$ cat config.mk
export PLATFORM = sky130hd
export DESIGN_NAME = demuxer4_guard
export DESIGN_NICKNAME = d
export VERILOG_FILES = /design/src/rtl/demuxer4_guard.sv
export SDC_FILE = /design/constraint.sdc
export NUM_CORES = 1
export LEC_CHECK = 0
export CAP_MARGIN = 20
export CORE_MARGIN = 8
export CORE_UTILIZATION = 35
export DETAILED_ROUTE_END_ITERATION = 6
export RECOVER_POWER = 25
export SYNTH_ARGS = -nofsm -noshare
export SYNTH_HDL_FRONTEND = slang
export SYNTH_SLANG_ARGS = --single-unit
export TNS_END_PERCENT = 10
$ cat constraint.sdc
create_clock -name clk_i -period 2.4 [get_ports clk_i]
set_input_delay 0.48 -clock clk_i [delete_from_list [all_inputs] [get_ports clk_i]]
set_output_delay 0.48 -clock clk_i [all_outputs]
set_load 0.1 [all_outputs]
$ cat src/rtl/demuxer4_guard.sv
// demuxer4_guard: registered 1-to-16 sample demultiplexer with a
// break-before-make guard interval on every route change and a saturating
// count of samples dropped while the route is changing.
// Optional build macro: DEMUXER4_ZERO_IDLE_EN (idle channels read 0 instead
// of holding their last written value).
//
// state    | meaning
// ST_RUN   | routing samples to active_sel
// ST_GUARD | route changing, no channel written, counting guard cycles
module demuxer4_guard #(
  parameter int RES   = 14,
  parameter int GUARD = 4
) (
  input  logic           clk_i,
  input  logic           rstn_i,
  input  logic [3:0]     sel,
  input  logic [RES-1:0] in,
  input  logic           in_valid,
  input  logic           drop_clr,
  output logic [RES-1:0] out0,
  output logic [RES-1:0] out1,
  output logic [RES-1:0] out2,
  output logic [RES-1:0] out3,
  output logic [RES-1:0] out4,
  output logic [RES-1:0] out5,
  output logic [RES-1:0] out6,
  output logic [RES-1:0] out7,
  output logic [RES-1:0] out8,
  output logic [RES-1:0] out9,
  output logic [RES-1:0] out10,
  output logic [RES-1:0] out11,
  output logic [RES-1:0] out12,
  output logic [RES-1:0] out13,
  output logic [RES-1:0] out14,
  output logic [RES-1:0] out15,
  output logic [15:0]    out_vld,
  output logic [3:0]     active_sel,
  output logic           busy,
  output logic [15:0]    drop_cnt
);

  localparam logic [7:0] GLAST = 8'(GUARD - 1);

  typedef enum logic {ST_RUN, ST_GUARD} state_t;

  state_t         state;
  logic [3:0]     pending;
  logic [7:0]     cnt;
  logic [RES-1:0] chan [16];
  logic           drop;

  assign out0  = chan[0];
  assign out1  = chan[1];
  assign out2  = chan[2];
  assign out3  = chan[3];
  assign out4  = chan[4];
  assign out5  = chan[5];
  assign out6  = chan[6];
  assign out7  = chan[7];
  assign out8  = chan[8];
  assign out9  = chan[9];
  assign out10 = chan[10];
  assign out11 = chan[11];
  assign out12 = chan[12];
  assign out13 = chan[13];
  assign out14 = chan[14];
  assign out15 = chan[15];

  // A sample is lost whenever the route is not settled on the requested channel.
  assign drop = in_valid && ((state == ST_GUARD) || (sel != active_sel));

  // Route FSM, channel registers and write strobes.
  always_ff @(posedge clk_i or negedge rstn_i) begin
    if (!rstn_i) begin
      state      <= ST_RUN;
      pending    <= 4'd0;
      cnt        <= 8'd0;
      active_sel <= 4'd0;
      busy       <= 1'b0;
      out_vld    <= 16'd0;
      for (int i = 0; i < 16; i++) chan[i] <= '0;
    end else begin
      out_vld <= 16'd0;
      case (state)
        ST_RUN: begin
          if (sel == active_sel) begin
`ifdef DEMUXER4_ZERO_IDLE_EN
            for (int i = 0; i < 16; i++)
              if (i != int'(active_sel)) chan[i] <= '0;
`endif
            if (in_valid) begin
              chan[active_sel]    <= in;
              out_vld[active_sel] <= 1'b1;
            end
          end else begin
            state   <= ST_GUARD;
            pending <= sel;
            cnt     <= 8'd0;
            busy    <= 1'b1;
`ifdef DEMUXER4_ZERO_IDLE_EN
            // Blank on entry so every channel already reads 0 while busy is high.
            for (int i = 0; i < 16; i++) chan[i] <= '0;
`endif
          end
        end
        default: begin
`ifdef DEMUXER4_ZERO_IDLE_EN
          for (int i = 0; i < 16; i++) chan[i] <= '0;
`endif
          if (sel != pending) begin
            pending <= sel;
            cnt     <= 8'd0;
          end else if (cnt == GLAST) begin
            active_sel <= pending;
            state      <= ST_RUN;
            busy       <= 1'b0;
          end else begin
            cnt <= cnt + 8'd1;
          end
        end
      endcase
    end
  end

  // Saturating drop counter; clear has priority over a same-cycle drop.
  always_ff @(posedge clk_i or negedge rstn_i) begin
    if (!rstn_i) begin
      drop_cnt <= 16'd0;
    end else if (drop_clr) begin
      drop_cnt <= 16'd0;
    end else if (drop && (drop_cnt != 16'hFFFF)) begin
      drop_cnt <= drop_cnt + 16'd1;
    end
  end

endmodule

==> results.md, run 1 <==
- Leakage: ~8 nW
- Top_reg_cell synth: dfrtp_1
- CTS Buffer Depth: 3
- # resized after CTS: 0
- Initial antenna violation count: 1
- Syn-to-layout area delta: 37.59%
- Syn Nets: between 700 and 800
- Worst-Skew Late Latency: between 0.5 and 0.6 ns
- Met3 GRT Util: 4.283%
- Ports: 283
- Fmax: approximately 480 MHz
- Vias in the first global route: approximately 7400
- XOR/XNOR share of the synthesized area: ~1.1%
- CTS tree: built
- Layout cells sized above 1: between 50% and 60%
- Routing usage on met1: 22.08%
- Worst-Margin Slew: roughly 1 ns
- Most numerous cell in the Yosys netlist: dfrtp_1
- Die Width: between 150 and 200 um
- Overall routed net length: between 30 and 40 mm
- Setup crit end kind: register
- Final period util: between 80% and 90%
- Critical-path top delay cell: or4_4
- Post-synthesis mux area share: between 20% and 30%
- Combinational family with the most area after synthesis: multiplexers
- Setup crit start kind: register
- Async SR Flop Fraction: between 90% and 100%
- Placed Area: roughly 14000 sq um
- Final Cell Area: between 10000 and 15000 sq um
- Worst Path Required: 2.82 ns
- Final Util: between 40% and 50%
- Number of library cell types mapped by synthesis: 54
- Die area: between 30000 and 40000 sq um
- Final Setup Violations: 0
- Post-CTS Setup Repair Bufs: 0
- Final hold vios: 0
- WHS: roughly 0.49 ns
- Mapped Cells: 726
- Via count: approximately 7000
- Reg2reg start: drop_cnt[0]
- Worst path max stage delay: 0.58 ns
- Clk root buf: clkbuf_16
- Mapped Avg Cell Area: about 15 sq um
- Hold_sp: out2[2]
- Initial drt markers: approximately 320
- Fillers: between 2000 and 3000
- Largest net degree at the start of global routing: 70
- Cell Count, Final, Fillers Out: about 1500
- Crit path launch: drop_cnt[0]
- # hold bufs at CTS: 1
- CP max FO: 24
- Number of CTS-inserted buffers: 30
- Most frequent cells after synthesis: dfrtp_1 (274), mux2_2 (191), mux2_1 (41)
- Htree depth: 1
- Post-DRT Antenna Nets: 0
- Placed insts: approximately 1400
- Pwr Density: 637.8 nW/um^2
- Hold crit path type: reg2reg
- Post-synth EDFFs: 0
- Layer with the highest usage: met2
- Critical path type: reg2reg
- M2 GR Usage: 27.07%
- Max-Cap Viols: 0
- Slew margin rel.: between 30% and 40%
- Clock Skew: around 0.0073 ns
- Sequential fraction of the synthesis area: roughly 63%
- Pre-antenna DRT Iters: 4
- Outcome: completed
- FF-to-FF path depth: 7
- Worst path arrival time: about 2.5 ns
- Slew Limit Fails: 0
- GRT Residual Overflow: 0
- Total Routing Usage GR: approximately 17%
- Synth Area in Simple Gates: under 10%
- DR vias/cell: ~4.8
- Hold-critical path depth: 1
- Synth Register Bits: 274
- # port buffers: 282
- Post-synthesis compound-gate area fraction: under 10%
- WL/cell: about 21 um
- FP Rows: 64
- # nets final: around 1100
- Starting Density: about 36%
- Largest cells by area after synthesis: dfrtp_1 (63%), mux2_2 (20%), mux2_1 (4.2%), nand2_1 (0.79%), nor2_1 (0.79%)
- DRC Markers: 0
- Core Area: 30590 sq um
- Synth area leader: dfrtp_1
- Post-route minimum period: around 2.1 ns
- CP cell instances: ha_1, nand4_1, or4_4, o211ai_2, buf_12, nor4_1, o21ba_2
- RSZ-0062 raised after global routing: no
- Clock-pin slew on the worst setup and hold paths: 0.06 ns
- Height of the die: 192.3 um
- First-pass GRT wire length: approximately 48 mm
- Hpwl dp: approximately 23 mm
- Synth Warn #: 0
- Top cell type's share of synthesized area: about 63%
- Post-synthesis adder-cell area fraction: 0.2300%
- Clock sinks: 274
- Global placement routability congestion: roughly 0.8
- Worst vdd ir: 0.0005282 V
- Mapped cell area: roughly 11000 sq um
- Ant diodes: 0
==> critical path: cells and delay by family (launching register included) <==
kind                     cells  cell delay [ns]
AND/OR/NAND/NOR              3             0.80
flip-flops                   1             0.44
AO/OA/AOI/OAI                2             0.30
adder cells (fa/ha/maj)      1             0.24
buffers and inverters        1             0.19
==> layout make-up <==
cell class / instances / area [sq um] / share of cell area, %
Clock inverter: 16 / 157.7 / 1.053
Tap cell: 396 / 495.5 / 3.310
Multi-Input combinational cell: 406 / 3760 / 25.11
Timing Repair Buffer: 339 / 2830 / 18.91
Inverter: 4 / 15.01 / 0.1003
Clock buffer: 39 / 825.8 / 5.516
Sequential cell: 274 / 6887 / 46.00
==> final timing paths <==
kind,end,slack (ns)
setup / recovery,drop_cnt[6],0.32
hold / removal,out2[2],0.49
setup reg to reg,drop_cnt[6],0.32
hold reg to reg,out2[2],0.49
max in group asynchronous,drop_cnt[1],0.40
min in group asynchronous,out9[13],0.65
==> where the power goes <==
part	internal [mW]	switching (mW)	total, mW
Combinational	0.0935	0.241	0.334
Clock	2.74	1.84	4.57
Sequential	4.63	0.0101	4.64
==> cells by family after synthesis <==
family,Yosys count
compound gates,41
mux,234
simple gates,117
fa+ha+maj,2
flops,274
xor+xnor,12
buf+inv,46
==> flip-flops by register name, summed over array words and instances, names as in the netlist, 4 cells and up <==
register	flops
out12	14
out5	14
out13	14
out15	14
out2	14
out6	14
active_sel	4
out14	14
out3	14
out7	14
out0	14
cnt	8
pending	4
out_vld	16
drop_cnt	16
out4	14
out11	14
out8	14
out1	14
out10	14
out9	14
==> placed cells by master (no fill, tap or decap), drive strengths merged, types with 2 or more instances in the layout <==
cell,instances
ha,2
clkdlybuf4s50,20
or2,3
nor2b,7
buf,315
xor2,3
inv,4
and3,2
dfrtp,274
clkinv,12
xnor2,9
or4,10
nor3b,2
nor4,2
a21oi,8
nor2,28
nand4,8
bufinv,3
nand3,8
clkbuf,42
nand2,32
nor3,6
nand2b,2
nand3b,2
o211ai,2
o2bb2a,3
or3,3
mux2i,2
o21ai,10
o2111ai,2
mux2,232
o31ai,10
o22ai,2
==> metrics by stage <==
stage	total power [mW]	TNS [ns]	setup WS [ns]
4_1_cts	9.697	0	0.3194
2_1_floorplan	4.832	0	0.01444
6_report	9.548	0	0.3170
3_3_place_gp	5.074	-7.908	-0.1155
5_1_grt	9.914	0	0.1321
3_5_place_dp	5.075	-13.03	-0.1472
==> layer usage <==
layer	vias to the layer above	part of all wire, %
met3	28	7.7
met1	3655	43
met4	0	1.5
li1	3243	-
met5	-	0
met2	198	48
(Power assumes the default switching activity.)
==> inputs of run 2 (changes only) <==
clock period = 2.18 ns   (was 2.4 ns; I/O delays follow)
==> run 2 against run 1 <==
Register-to-register slack worse by 0.13 ns. Cell count increased by 1.2%. Critical path type unchanged. Maximum frequency is 4.3% higher. First-iteration DRC count grew 4.1%. Sequential power increased by 10%. Non-clock buffer count up 17. Die area stayed put. Routed wire length grew 2.6%. Clock skew up 0.0046 ns. Critical path depth stayed put. Worst setup slack got worse by 0.13 ns. Combinational power grew 15%.
==> results.md, run 2 (synthesized netlist as in run 1, its figures left out) <==
- Outcome: completed
- Initial antenna violation count: 0
- Initial drt markers: roughly 330
- Global placement routability congestion: 0.7766
- DRC Markers: 0
- Pwr Density: a little under 700 nW/um^2
- Cell Count, Final, Fillers Out: 1492
- # nets final: 1096
- WL/cell: roughly 22 um
- Hold_sp: out2[11]
- Max-Cap Viols: 0
- Placed insts: 1435
- Clock Skew: about 0.012 ns
- Starting Density: between 30 and 40%
- Critical-path top delay cell: dfrtp_4
- CP cell instances: ha_4, nand4_1, or4_4, o211ai_2, buf_12, or4_1, a21oi_1
- RSZ-0062 raised after global routing: no
- Leakage: 7.910 nW
- Height of the die: about 190 um
- Sw frac: around 22%
- Delay-heaviest family, CP: simple AND/OR/NAND/NOR gates
- Worst path arrival time: roughly 2.5 ns
- Die Width: 192.3 um
- Clock-pin slew on the worst setup and hold paths: approximately 0.06 ns
- Critical path type: reg2reg
- Fmax: roughly 500 MHz
- Ant diodes: 0
- FP Rows: 64
- Htree depth: 1
- Hpwl dp: about 24 mm
- Slew margin rel.: 5.841%
- Hold crit path type: reg2reg
- CTS Buffer Depth: 3
- Layout cells sized above 1: roughly 57%
- Setup crit start kind: register
- # port buffers: roughly 280
- TNS Setup: 0 ns
- Largest registers: drop_cnt (16), out_vld (16)
- Ports: between 200 and 300
- Final Setup Violations: 0
- Post-route minimum period: about 2 ns
- Clk root buf: clkbuf_16
- Overall routed net length: roughly 32 mm
- Reg2reg start: drop_cnt[0]
- Worst Path Required: 2.64 ns
- Final period util: around 92%
- Clock sinks: around 270
- Post-DRT Antenna Nets: 0
- Worst setup margin: 0.1825 ns
- R2r setup slk: roughly 0.18 ns
- Worst-Skew Late Latency: approximately 0.54 ns
- Commonest non-fill, non-tap cell in the layout: buf_4
- Pre-CTS setup slack: -0.3185 ns
- Vias in the first global route: between 7000 and 8000
- CP max FO: 24
- First-pass GRT wire length: between 40 and 50 mm
- WP buf/inv: 1
- Via count: 7251
- Setup crit end kind: register
- CTS tree: built
- Logic gate share of total power: ~3.7%
- Syn-to-layout area delta: 39.48%
- Final hold vios: 0
- Commonest cells after routing, fill and taps aside: buf_4 (310), dfrtp_1 (254), mux2_2 (181), mux2_1 (41), clkbuf_16 (31)
- Die area: 36990 sq um
- Sequential Power Share: 48.7%
- Largest net degree at the start of global routing: 67
- DR vias/cell: about 5
- Hold Path End: out2[11]
- P_int: around 8.2 mW
- # resized after CTS: 0
- Total Power Consumption: 10.49 mW
- Worst vdd ir: roughly 0.00053 V
- FF-to-FF path depth: 7
- P_sw: 2.310 mW
- Hold-critical path depth: 1
- Total Routing Usage GR: between 15 and 20%
- Clk pwr share: approximately 48%
- Worst path max stage delay: 0.51 ns
- Final Util: roughly half
- GRT Residual Overflow: 0
- Core Area: 30590 sq um
- Slew Limit Fails: 0
- Number of CTS-inserted buffers: 30
- FF-to-FF End: drop_cnt[9]
- Pre-antenna DRT Iters: 4
- Post-CTS Setup Repair Bufs: 0
- Worst-Margin Slew: 1.412 ns
==> run 2: cell types whose count changed in the layout (fill, tap and decap cells not counted), sizes merged <==
cell and change:
clkinv -1, bufinv -1, clkinvlp +1, clkbuf +4
buf +15
==> run 2: cell type report <==
cell class	count	area (sq um)
Fill cell	2677	15410
Sequential cell	274	6902
Multi-Input combinational cell	406	3817
Timing Repair Buffer	356	2963
Clock buffer	41	853.3
Tap cell	396	495.5
Clock inverter	15	130.1
Inverter	4	15.01
==> run 2: worst reg2reg max path: stages, from the launching register on <==
cell	delay [ns]
dfrtp_4	0.51
ha_4	0.18
nand4_1	0.13
or4_4	0.16
o211ai_2	0.11
buf_12	0.17
or4_1	0.48
a21oi_1	0.17
==> run 2: power groups by stage <==
stage / Clock (mW) / Combinational (mW) / Sequential [mW]
global route: 5.36 / 0.428 / 5.11
CTS: 5.15 / 0.404 / 5.11
finish: 4.99 / 0.384 / 5.11
floorplan: 0 / 0.0883 / 5.23
global placement: 0 / 0.402 / 5.20
detailed placement: 0 / 0.400 / 5.20
==> run 2: timing repair <==
item / in CTS / in global routing
hold endpoints to repair: 43 / 0
setup endpoints to repair: 0 / 0
hold buffers: 1 / 0
==> run 2: worst max path at each step <==
| stage | start | end | cells past startpoint |
|---|---|---|---|
| 3_3_place_gp | sel[2] | out7[13] | 7 |
| 2_1_floorplan | active_sel[1] | out7[10] | 8 |
| 5_1_grt | rstn_i | drop_cnt[0] | 3 |
| 3_5_place_dp | sel[2] | out7[13] | 7 |
| 4_1_cts | drop_cnt[0] | drop_cnt[9] | 7 |
| 6_report | drop_cnt[0] | drop_cnt[9] | 7 |
==> run 2: stage by stage <==
| step | cell area, sq um | hold WS [ns] |
|---|---|---|
| 2_1_floorplan | 11010 | 0.1404 |
| 3_3_place_gp | 14200 | 0.3838 |
| 3_5_place_dp | 14200 | 0.3857 |
| 4_1_cts | 15200 | 0.4067 |
| 5_1_grt | 15180 | 0.5042 |
| 6_report | 15180 | 0.4901 |
==> run 2: routing by layer <==
layer | GRT usage [%] | wire length (um) | vias up
met5 | 0 | 0 | -
met2 | 29.24 | 15970 | 198
met4 | 2.938 | 308 | 0
li1 | - | - | 3284
met1 | 22.23 | 13820 | 3745
met3 | 4.319 | 2289 | 24
